`src/rtl/nabp_shifter_if.sv`:
```
// rtl/nabp_shifter_if.sv - state-control, projection-buffer and PE-chain signals of the NABP shifter
//   sh_fill_kick / sh_shift_kick / sh_accu_base : requests from the state control
//   sh_fill_done / sh_shift_done                : one-cycle completion pulses back to it
//   pb_en / pb_addr / pb_data                   : projection line buffer read port
//   pe_data / pe_shift                          : sample chain and advance strobe to the PEs
//   master = environment side (state control, buffer, PEs); slave = shifter
interface nabp_shifter_if #(
   parameter int DATA_WIDTH = 16,
   parameter int NUM_PE     = 8,
   parameter int ADDR_WIDTH = 9,
   parameter int FRAC_BITS  = 8
);
   logic                         sh_fill_kick;
   logic                         sh_shift_kick;
   logic [FRAC_BITS:0]           sh_accu_base;
   logic                         sh_fill_done;
   logic                         sh_shift_done;
   logic                         pb_en;
   logic [ADDR_WIDTH-1:0]        pb_addr;
   logic [DATA_WIDTH-1:0]        pb_data;
   logic [NUM_PE*DATA_WIDTH-1:0] pe_data;
   logic                         pe_shift;

   modport master (
      output sh_fill_kick, sh_shift_kick, sh_accu_base, pb_data,
      input  sh_fill_done, sh_shift_done, pb_en, pb_addr, pe_data, pe_shift
   );

   modport slave (
      input  sh_fill_kick, sh_shift_kick, sh_accu_base, pb_data,
      output sh_fill_done, sh_shift_done, pb_en, pb_addr, pe_data, pe_shift
   );
endinterface

```
`src/rtl/nabp_shifter.sv`:
```
// rtl/nabp_shifter.sv - NABP shifter: fills the PE sample chain and runs fixed-length shift passes
//   clk     : sole clock, rising edge
//   reset_n : asynchronous active-low reset
//   bus     : nabp_shifter_if.slave (kicks/base in, done pulses out, buffer read port, PE chain out)
module nabp_shifter #(
   parameter int DATA_WIDTH = 16,
   parameter int NUM_PE     = 8,
   parameter int ADDR_WIDTH = 9,
   parameter int PB_DEPTH   = 512,
   parameter int SHIFT_LEN  = 256,
   parameter int FRAC_BITS  = 8
) (
   input  logic           clk,
   input  logic           reset_n,
   nabp_shifter_if.slave  bus
);
   localparam int CNT_W = $clog2(SHIFT_LEN + NUM_PE + 1);
   localparam logic [FRAC_BITS:0]  BASE_MAX   = {1'b1, {FRAC_BITS{1'b0}}};
   localparam logic [ADDR_WIDTH:0] DEPTH_W    = (ADDR_WIDTH+1)'(PB_DEPTH);
   localparam logic [CNT_W-1:0]    FILL_END   = CNT_W'(NUM_PE - 1);
   localparam logic [CNT_W-1:0]    SHIFT_END  = CNT_W'(SHIFT_LEN - 1);

   typedef enum logic [2:0] {
      S_IDLE,
      S_FILL,
      S_FILL_LAST,
      S_SHIFT,
      S_SHIFT_LAST
   } state_t;

   state_t                       state, state_nx;
   // One bit wider than pb_addr so it can saturate at PB_DEPTH even when PB_DEPTH == 2**ADDR_WIDTH.
   logic [ADDR_WIDTH:0]          addr;
   logic [CNT_W-1:0]             cnt;
   logic [FRAC_BITS-1:0]         frac;
   logic [FRAC_BITS:0]           base;
   logic                         pending;   // a sample arrives this cycle
   logic                         pend_rd;   // ...and it came from a real read (else it is zero)
   logic [NUM_PE*DATA_WIDTH-1:0] chain;

   logic [FRAC_BITS:0]           sum;
   logic                         carry;
   logic                         in_range;
   logic                         rd_en;
   logic [DATA_WIDTH-1:0]        new_sample;
   logic [FRAC_BITS:0]           base_clamped;

   always_comb begin
      state_nx     = state;
      rd_en        = 1'b0;
      sum          = {1'b0, frac} + base;
      carry        = (state == S_SHIFT) && sum[FRAC_BITS];
      in_range     = addr < DEPTH_W;
      new_sample   = pend_rd ? bus.pb_data : '0;
      base_clamped = (bus.sh_accu_base > BASE_MAX) ? BASE_MAX : bus.sh_accu_base;
      case (state)
         S_IDLE: begin
            if (bus.sh_fill_kick)
               state_nx = S_FILL;
            else if (bus.sh_shift_kick)
               state_nx = S_SHIFT;
         end
         S_FILL: begin
            rd_en = 1'b1;
            if (cnt == FILL_END)
               state_nx = S_FILL_LAST;
         end
         S_FILL_LAST:  state_nx = S_IDLE;
         S_SHIFT: begin
            rd_en = carry && in_range;
            if (cnt == SHIFT_END)
               state_nx = S_SHIFT_LAST;
         end
         S_SHIFT_LAST: state_nx = S_IDLE;
         default:      state_nx = S_IDLE;
      endcase
   end

   always_ff @(posedge clk or negedge reset_n) begin
      if (!reset_n) begin
         state   <= S_IDLE;
         addr    <= '0;
         cnt     <= '0;
         frac    <= '0;
         base    <= '0;
         pending <= 1'b0;
         pend_rd <= 1'b0;
         chain   <= '0;
      end else begin
         state   <= state_nx;
         pending <= 1'b0;
         pend_rd <= 1'b0;
         // Lane 0 falls off the low end; the arriving sample enters the top lane.
         if (pending)
            chain <= {new_sample, chain[NUM_PE*DATA_WIDTH-1:DATA_WIDTH]};
         case (state)
            S_IDLE: begin
               if (bus.sh_fill_kick) begin
                  addr <= '0;
                  cnt  <= '0;
               end else if (bus.sh_shift_kick) begin
                  cnt  <= '0;
                  frac <= '0;
                  base <= base_clamped;
               end
            end
            S_FILL: begin
               addr    <= addr + 1'b1;
               cnt     <= cnt + 1'b1;
               pending <= 1'b1;
               pend_rd <= 1'b1;
            end
            S_SHIFT: begin
               cnt  <= cnt + 1'b1;
               frac <= sum[FRAC_BITS-1:0];
               if (carry) begin
                  // Past the buffer end the chain still advances, but with a zero sample.
                  pending <= 1'b1;
                  pend_rd <= in_range;
                  if (in_range)
                     addr <= addr + 1'b1;
               end
            end
            default: ;
         endcase
      end
   end

   assign bus.pb_en         = rd_en;
   assign bus.pb_addr       = addr[ADDR_WIDTH-1:0];
   assign bus.pe_data       = chain;
   assign bus.pe_shift      = pending;
   assign bus.sh_fill_done  = (state == S_FILL_LAST);
   assign bus.sh_shift_done = (state == S_SHIFT_LAST);
endmodule

```
`src/flat_wrapper.sv`:
```
// flat-port wrapper written by rule: the top's interface ports become plain ports
module nabp_shifter_flat 
#(
   parameter int DATA_WIDTH = 16,
   parameter int NUM_PE     = 8,
   parameter int ADDR_WIDTH = 9,
   parameter int PB_DEPTH   = 512,
   parameter int SHIFT_LEN  = 256,
   parameter int FRAC_BITS  = 8
)
  (clk, reset_n, bus_sh_fill_kick, bus_sh_shift_kick, bus_sh_accu_base, bus_pb_data, bus_sh_fill_done, bus_sh_shift_done, bus_pb_en, bus_pb_addr, bus_pe_data, bus_pe_shift);
  nabp_shifter_if #(.DATA_WIDTH(DATA_WIDTH), .NUM_PE(NUM_PE), .ADDR_WIDTH(ADDR_WIDTH), .FRAC_BITS(FRAC_BITS)) bus_i ();
  input  logic clk;
  input  logic reset_n;
  input wire logic [$bits(bus_i.sh_fill_kick)-1:0] bus_sh_fill_kick;
  input wire logic [$bits(bus_i.sh_shift_kick)-1:0] bus_sh_shift_kick;
  input wire logic [$bits(bus_i.sh_accu_base)-1:0] bus_sh_accu_base;
  input wire logic [$bits(bus_i.pb_data)-1:0] bus_pb_data;
  output wire logic [$bits(bus_i.sh_fill_done)-1:0] bus_sh_fill_done;
  output wire logic [$bits(bus_i.sh_shift_done)-1:0] bus_sh_shift_done;
  output wire logic [$bits(bus_i.pb_en)-1:0] bus_pb_en;
  output wire logic [$bits(bus_i.pb_addr)-1:0] bus_pb_addr;
  output wire logic [$bits(bus_i.pe_data)-1:0] bus_pe_data;
  output wire logic [$bits(bus_i.pe_shift)-1:0] bus_pe_shift;
  assign bus_i.sh_fill_kick = bus_sh_fill_kick;
  assign bus_i.sh_shift_kick = bus_sh_shift_kick;
  assign bus_i.sh_accu_base = bus_sh_accu_base;
  assign bus_i.pb_data = bus_pb_data;
  assign bus_sh_fill_done = bus_i.sh_fill_done;
  assign bus_sh_shift_done = bus_i.sh_shift_done;
  assign bus_pb_en = bus_i.pb_en;
  assign bus_pb_addr = bus_i.pb_addr;
  assign bus_pe_data = bus_i.pe_data;
  assign bus_pe_shift = bus_i.pe_shift;
  nabp_shifter #(.DATA_WIDTH(DATA_WIDTH), .NUM_PE(NUM_PE), .ADDR_WIDTH(ADDR_WIDTH), .PB_DEPTH(PB_DEPTH), .SHIFT_LEN(SHIFT_LEN), .FRAC_BITS(FRAC_BITS)) u_core (.clk(clk), .reset_n(reset_n), .bus(bus_i));
endmodule
```
`config.mk`:
```
export PLATFORM = sky130hd
export DESIGN_NAME = nabp_shifter_flat
export DESIGN_NICKNAME = d
export VERILOG_FILES = /design/src/rtl/nabp_shifter_if.sv /design/src/rtl/nabp_shifter.sv /design/src/flat_wrapper.sv
export SDC_FILE = /design/constraint.sdc
export NUM_CORES = 1
export LEC_CHECK = 0
export ABC_AREA = 1
export CAP_MARGIN = 20
export CORE_MARGIN = 3
export CORE_UTILIZATION = 50
export CTS_CLUSTER_DIAMETER = 100
export CTS_CLUSTER_SIZE = 8
export DETAILED_ROUTE_END_ITERATION = 10
export PLACE_DENSITY = 0.83
export SLEW_MARGIN = 25
export SYNTH_ARGS = -nofsm -noshare
export SYNTH_HDL_FRONTEND = slang
export SYNTH_SLANG_ARGS = --single-unit
```
`constraint.sdc`:
```
create_clock -name clk -period 2.6 [get_ports clk]
set_input_delay 0.52 -clock clk [delete_from_list [all_inputs] [get_ports clk]]
set_output_delay 0.52 -clock clk [all_outputs]
set_load 0.1 [all_outputs]
```
Word level (Yosys, flattened, before mapping) --
Index checks and enable logic that the tools add are counted.
Storage, ports and cells: memories kept 0, RAM bits 0, memory bits (read-only) 0, word-level logic and storage cells 62, input bits 29, latch bits 0, flip-flop bits (word level) 169, output and inout port bits 141
Operators by class: reductions and logical operators 12, multipliers 0, add/subtract/negate cells 3, bitwise logic cells 1, shift operators 0, equal/unequal tests 14, mux-type cells 22, magnitude comparators 2, div/mod/pow operators 0
Operators by type and width (number):
- two-way mux 10 bit | 3
- case mux 10 bit (3 select lines) | 1
- two-way mux 9 bit | 3
- case mux 9 bit (2 select lines) | 1
- two-way mux 16 bit | 1
- two-way mux 8 bit | 2
- case mux 8 bit (2 select lines) | 1
- two-way mux 3 bit | 4
- adder 10 x 1 -> 10 bit (second input constant) | 1
- less-than comparator 10 bit (second input constant) | 1
- adder 8 x 9 -> 9 bit | 1
- adder 9 x 1 -> 9 bit (second input constant) | 1
- equality test 9 x 3 -> 1 bit (second input constant) | 1
- equality test 9 x 8 -> 1 bit (second input constant) | 1
- > comparator 9 bit (second input constant) | 1
- case mux 3 bit (3 select lines) | 1
- AND reduction 3 bit | 3
- != test 2 bit (second input constant) | 4
- equality test 3 x 2 -> 1 bit (second input constant) | 2
- != test 2 x 1 -> 1 bit (second input constant) | 3
- case mux 1 bit (2 select lines) | 3
- AND reduction 4 bit | 1
- nonzero test 2 bit | 2
- equality test 3 x 1 -> 1 bit (second input constant) | 1
- 9 further kinds | 11

Logic depth before layout (Yosys ltp) --
Gate-level depths: netlist (run 1).
depth in word-level cells 4, mapped depth 13, depth with buffers taken out 13

Least setup slack after synthesis (run 1) --
OpenSTA, ideal clock, no wires.
path type flip-flop to output port, from register u_core.base[0], to output bus_pb_en, path slack -1430 ps, arrival 3510 ps, buffers on the path 0, stages on the path, launching flop included 13, data required time 2080 ps, cell sequence dfrtp_1 -> ha_1 -> inv_1 -> fa_1 -> inv_1 -> nand2_1 -> nand2_1 -> nand3_1 -> nand2_1 -> nand2_1 -> nand2_1 -> nand2_1 -> o21ai_0
Between the ends: longest elaborated chain between the ends 4
Ends and longest elaborated chain:
- start: declaration | line nabp_shifter.sv:36 | logic [FRAC_BITS:0] base;
- start signal: assignment | line nabp_shifter.sv:104 | base <= base_clamped;
- adder 8 x 9 -> 9 bit | line nabp_shifter.sv:51 | sum = {1'b0, frac} + base;
- logical AND 1 bit | line nabp_shifter.sv:52 | carry = (state == S_SHIFT) && sum[FRAC_BITS];
- logical AND 1 bit | line nabp_shifter.sv:70 | rd_en = carry && in_range;
- case mux 1 bit (2 select lines) | line nabp_shifter.sv:56 | case (state)
- end: declaration | line flat_wrapper.sv:21 | output wire logic [$bits(bus_i.pb_en)-1:0] bus_pb_en;
No other way between the ends.

Worst setup path in the final report (run 1) --
Ends and elaborated chain as after synthesis.

==> results of run 1 <==
==> flip-flops by register name, summed over array words and instances, names as in the netlist <==
| name | cells |
|---|---|
| u_core.frac | 8 |
| u_core.base | 9 |
| u_core.addr | 10 |
| u_core.bus.pe_data | 128 |
| u_core.cnt | 9 |
| u_core.pend_rd | 1 |
| u_core.bus.pe_shift | 1 |
| u_core.state | 3 |
==> path summary, 6_finish.rpt <==
path	startpoint	endpoint	slack, ns	cells after the start
max	u_core.base[0]$_DFFE_PN0P_	bus_pb_en	-0.16	13
min	reset_n	u_core.bus.pe_data[17]$_DFFE_PN0P_	0.09	1
max reg2reg	u_core.base[0]$_DFFE_PN0P_	u_core.addr[5]$_DFFE_PN0P_	0.42	14
min reg2reg	u_core.frac[3]$_DFFE_PN0P_	u_core.frac[3]$_DFFE_PN0P_	0.49	2
max in group asynchronous	reset_n	u_core.bus.pe_data[31]$_DFFE_PN0P_	1.77	2
min in group clk	u_core.frac[3]$_DFFE_PN0P_	u_core.frac[3]$_DFFE_PN0P_	0.49	2
==> layout make-up <==
cell class	count	area share, %
multi-input combinational	487	25.8
clock inverter	13	1.53
tap	180	2.41
sequential	169	45.3
timing repair buffer	183	16.1
clock buffer	19	4.74
inverter	101	4.06
==> per-stage QoR <==
step                      setup slack, ns  utilization (%)  TNS, ns  area, um^2
after CTS                          -0.202             66.6   -0.202        9310
after global placement              0.229             62.1        0        8690
after detailed placement            0.193             62.1        0        8690
final                              -0.164             66.8   -0.164        9340
after global routing               -0.294             66.8   -0.294        9340
after floorplan                    -0.123                -   -0.123        7210
==> worst reg2reg max path, cell delays in order, from the launching register on <==
cell and delay (ns):
dfrtp_1 0.35, ha_2 0.19, inv_2 0.04, fa_2 0.33, inv_2 0.07, nand2_2 0.05
nand2_2 0.07, nand3_2 0.08, nand2_2 0.07, nand2_2 0.06, buf_4 0.14, nand3_2 0.19
nand3_2 0.25, nand2_1 0.14, nand2_1 0.05
==> cells in the final DEF, fill, tap and decap left out, drive strengths merged, types with 4 or more instances in the layout <==
| master | count |
|---|---|
| dfrtp | 169 |
| buf | 156 |
| nand2 | 137 |
| inv | 104 |
| nor2 | 96 |
| o21ai | 91 |
| a21oi | 75 |
| nand3 | 33 |
| clkdlybuf4s50 | 27 |
| clkbuf | 19 |
| nand4 | 15 |
| ha | 11 |
| nor3 | 7 |
| clkinv | 6 |
| xor2 | 4 |
==> routing by layer <==
metal,wire length [um],global-route usage [%],vias to the layer above,part of all wire [%]
li1,-,-,2902,-
met1,7530,29.1,2872,43
met2,8760,37.1,191,50
met3,845,4.28,29,4.8
met4,339,8.33,0,1.9
met5,0,0,-,0
==> what timing repair did <==
action / CTS / global route
pin swaps: 6 / 7
endpoints found under the setup margin: 1 / 1
buffers inserted: 2 / 2
gates resized for setup: 9 / 4
==> cell families after synthesis <==
family | synth area share (%)
flip-flops | 58.7
AND/OR/NAND/NOR | 17.3
XOR/XNOR | 0.608
AO/OA/AOI/OAI | 12.6
adder cells (fa/ha/maj) | 2.19
buffers and inverters | 8.53
==> impl_metrics.tcl, run 1 <==
set metrics [dict create \
    nNetsFinal 1000 \
    violations "setup timing" \
    cp_top_family "adder cells" \
    seq_area_um2 4230 \
    grt_max_degree 129 \
    worst_path_largest_cell_delay_ns 0.35 \
    totalWireLength_um 17500 \
    slew_violations 0 \
    drt_iter0_drc 385 \
    maxCapViolations 0 \
    ant_nets 0 \
    die_width_um 126 \
    period_minus_slack_ns 2.76 \
    crit_top_cell "nand2_2" \
    relSlewSlack_pct 52.1 \
    worst_pin_slew_ns 0.718 \
    grt_overflow_total 0 \
    cts_buffers 17 \
    synth_top_area_share_pct 58.7 \
    endpoint_kind "output port" \
    portBuffers 169 \
    cts_root_buffer "clkbuf_16" \
    ys_ff_latch 169 \
    finalSetupViolCount 1 \
    drive_gt1_share_pct 22.7 \
    criticalPathCategory "reg -> out" \
    n_fill_cell 1149 \
    cp-start-kind "flip-flop" \
    drt-vias-per-instance 5.20 \
    grt_pass1_vias 5805 \
    arrival_ns 2.24 \
    cpMaxStageDelayCell "dfrtp_1" \
    cts_buffer_depth 2 \
    start_util_pct 51.5 \
    layout_worst_path_cycle_share_pct 106 \
    clock_latency_ns 0.42 \
    track_usage_pct 22.2 \
    core_um2 14000 \
    synth_largest_area_cell "dfrtp_1" \
    path_cells "ha_2, inv_2, fa_2, inv_2, nand2_2, nand2_2, nand3_2, nand2_2, nand2_2, nand2_2, nand2_2, o21ai_4, buf_12" \
    syn_nets 842 \
    fin_skew_ns 0.00719 \
    syn_area_um2 7200 \
    stdcell_count 1152 \
    cts_tree "done" \
    ys_types 39 \
    antenna_found_initial 0 \
    hold_class "in -> async" \
    synth_area_leaders "dfrtp_1 59%, nand2_1 7.1%, o21ai_0 6.1%, a21oi_1 5.1%, inv_1 4.8%" \
    seq_area_frac_synth_pct 58.7 \
    worst-path-buf-inv 3 \
    setup_slack_ns -0.164 \
    synth-edff-count 0 \
    grt_pass1_wl_um 28500 \
    synthCells 801 \
    syn_avg_cell_area_um2 8.99 \
    wl_per_cell_um 15.2 \
    dp.cells 1116 \
    synth_flop_cell "dfrtp_1" \
    ys_async_sr_fraction_pct 100 \
    synth_most_common_cell "dfrtp_1" \
    antennaDiodeCount 0 \
    cp_data_required_time_ns 2.08 \
    crit_path_max_fanout 2 \
    yosys_warnings 0 \
    gp_congestion 0.861 \
    syn2layout_area_growth_pct 29.7 \
    multiInputGateArea_um2 2410 \
    ios 170 \
    fin_hold_ws_ns 0.0927 \
    first_pass_iters 5 \
    status "complete, but fails checks" \
    rsz0062_at_grt "true" \
    clk_pin_slew_ns 0.07 \
    cts.htree.levels 4 \
    num_vias 5994 \
    fmax_ghz 0.362 \
    drc 0 \
    ctsHoldBuffers 0 \
    yosys-top-cells-count "169 x dfrtp_1, 136 x nand2_1, 93 x inv_1, 93 x nor2_1, 88 x o21ai_0" \
    dieArea_um2 15900 \
    fp-row-count 43 \
    cts.sinks 169 \
    die_y_um 126 \
    final-hold-violation-count 0 \
    hpwlAfterDp_um 12400 \
]
Power of run 1 is left out: the tool's default activity adds up to more than one toggle a clock period on the data nets, which glitch-free logic cannot reach.
==> inputs of run 2 (changes only) <==
--- a/config.mk
+++ b/config.mk
@@ -6,14 +6,13 @@
 export NUM_CORES = 1
 export LEC_CHECK = 0
 export ABC_AREA = 1
-export CAP_MARGIN = 20
 export CORE_MARGIN = 3
 export CORE_UTILIZATION = 50
 export CTS_CLUSTER_DIAMETER = 100
 export CTS_CLUSTER_SIZE = 8
 export DETAILED_ROUTE_END_ITERATION = 10
 export PLACE_DENSITY = 0.83
-export SLEW_MARGIN = 25
+export SLEW_MARGIN = 20
 export SYNTH_ARGS = -nofsm -noshare
 export SYNTH_HDL_FRONTEND = slang
 export SYNTH_SLANG_ARGS = --single-unit
==> results of run 2 <==
Final layout, timing and power as in run 1 (identical DEF).
Power of run 2 is left out for the same reason.
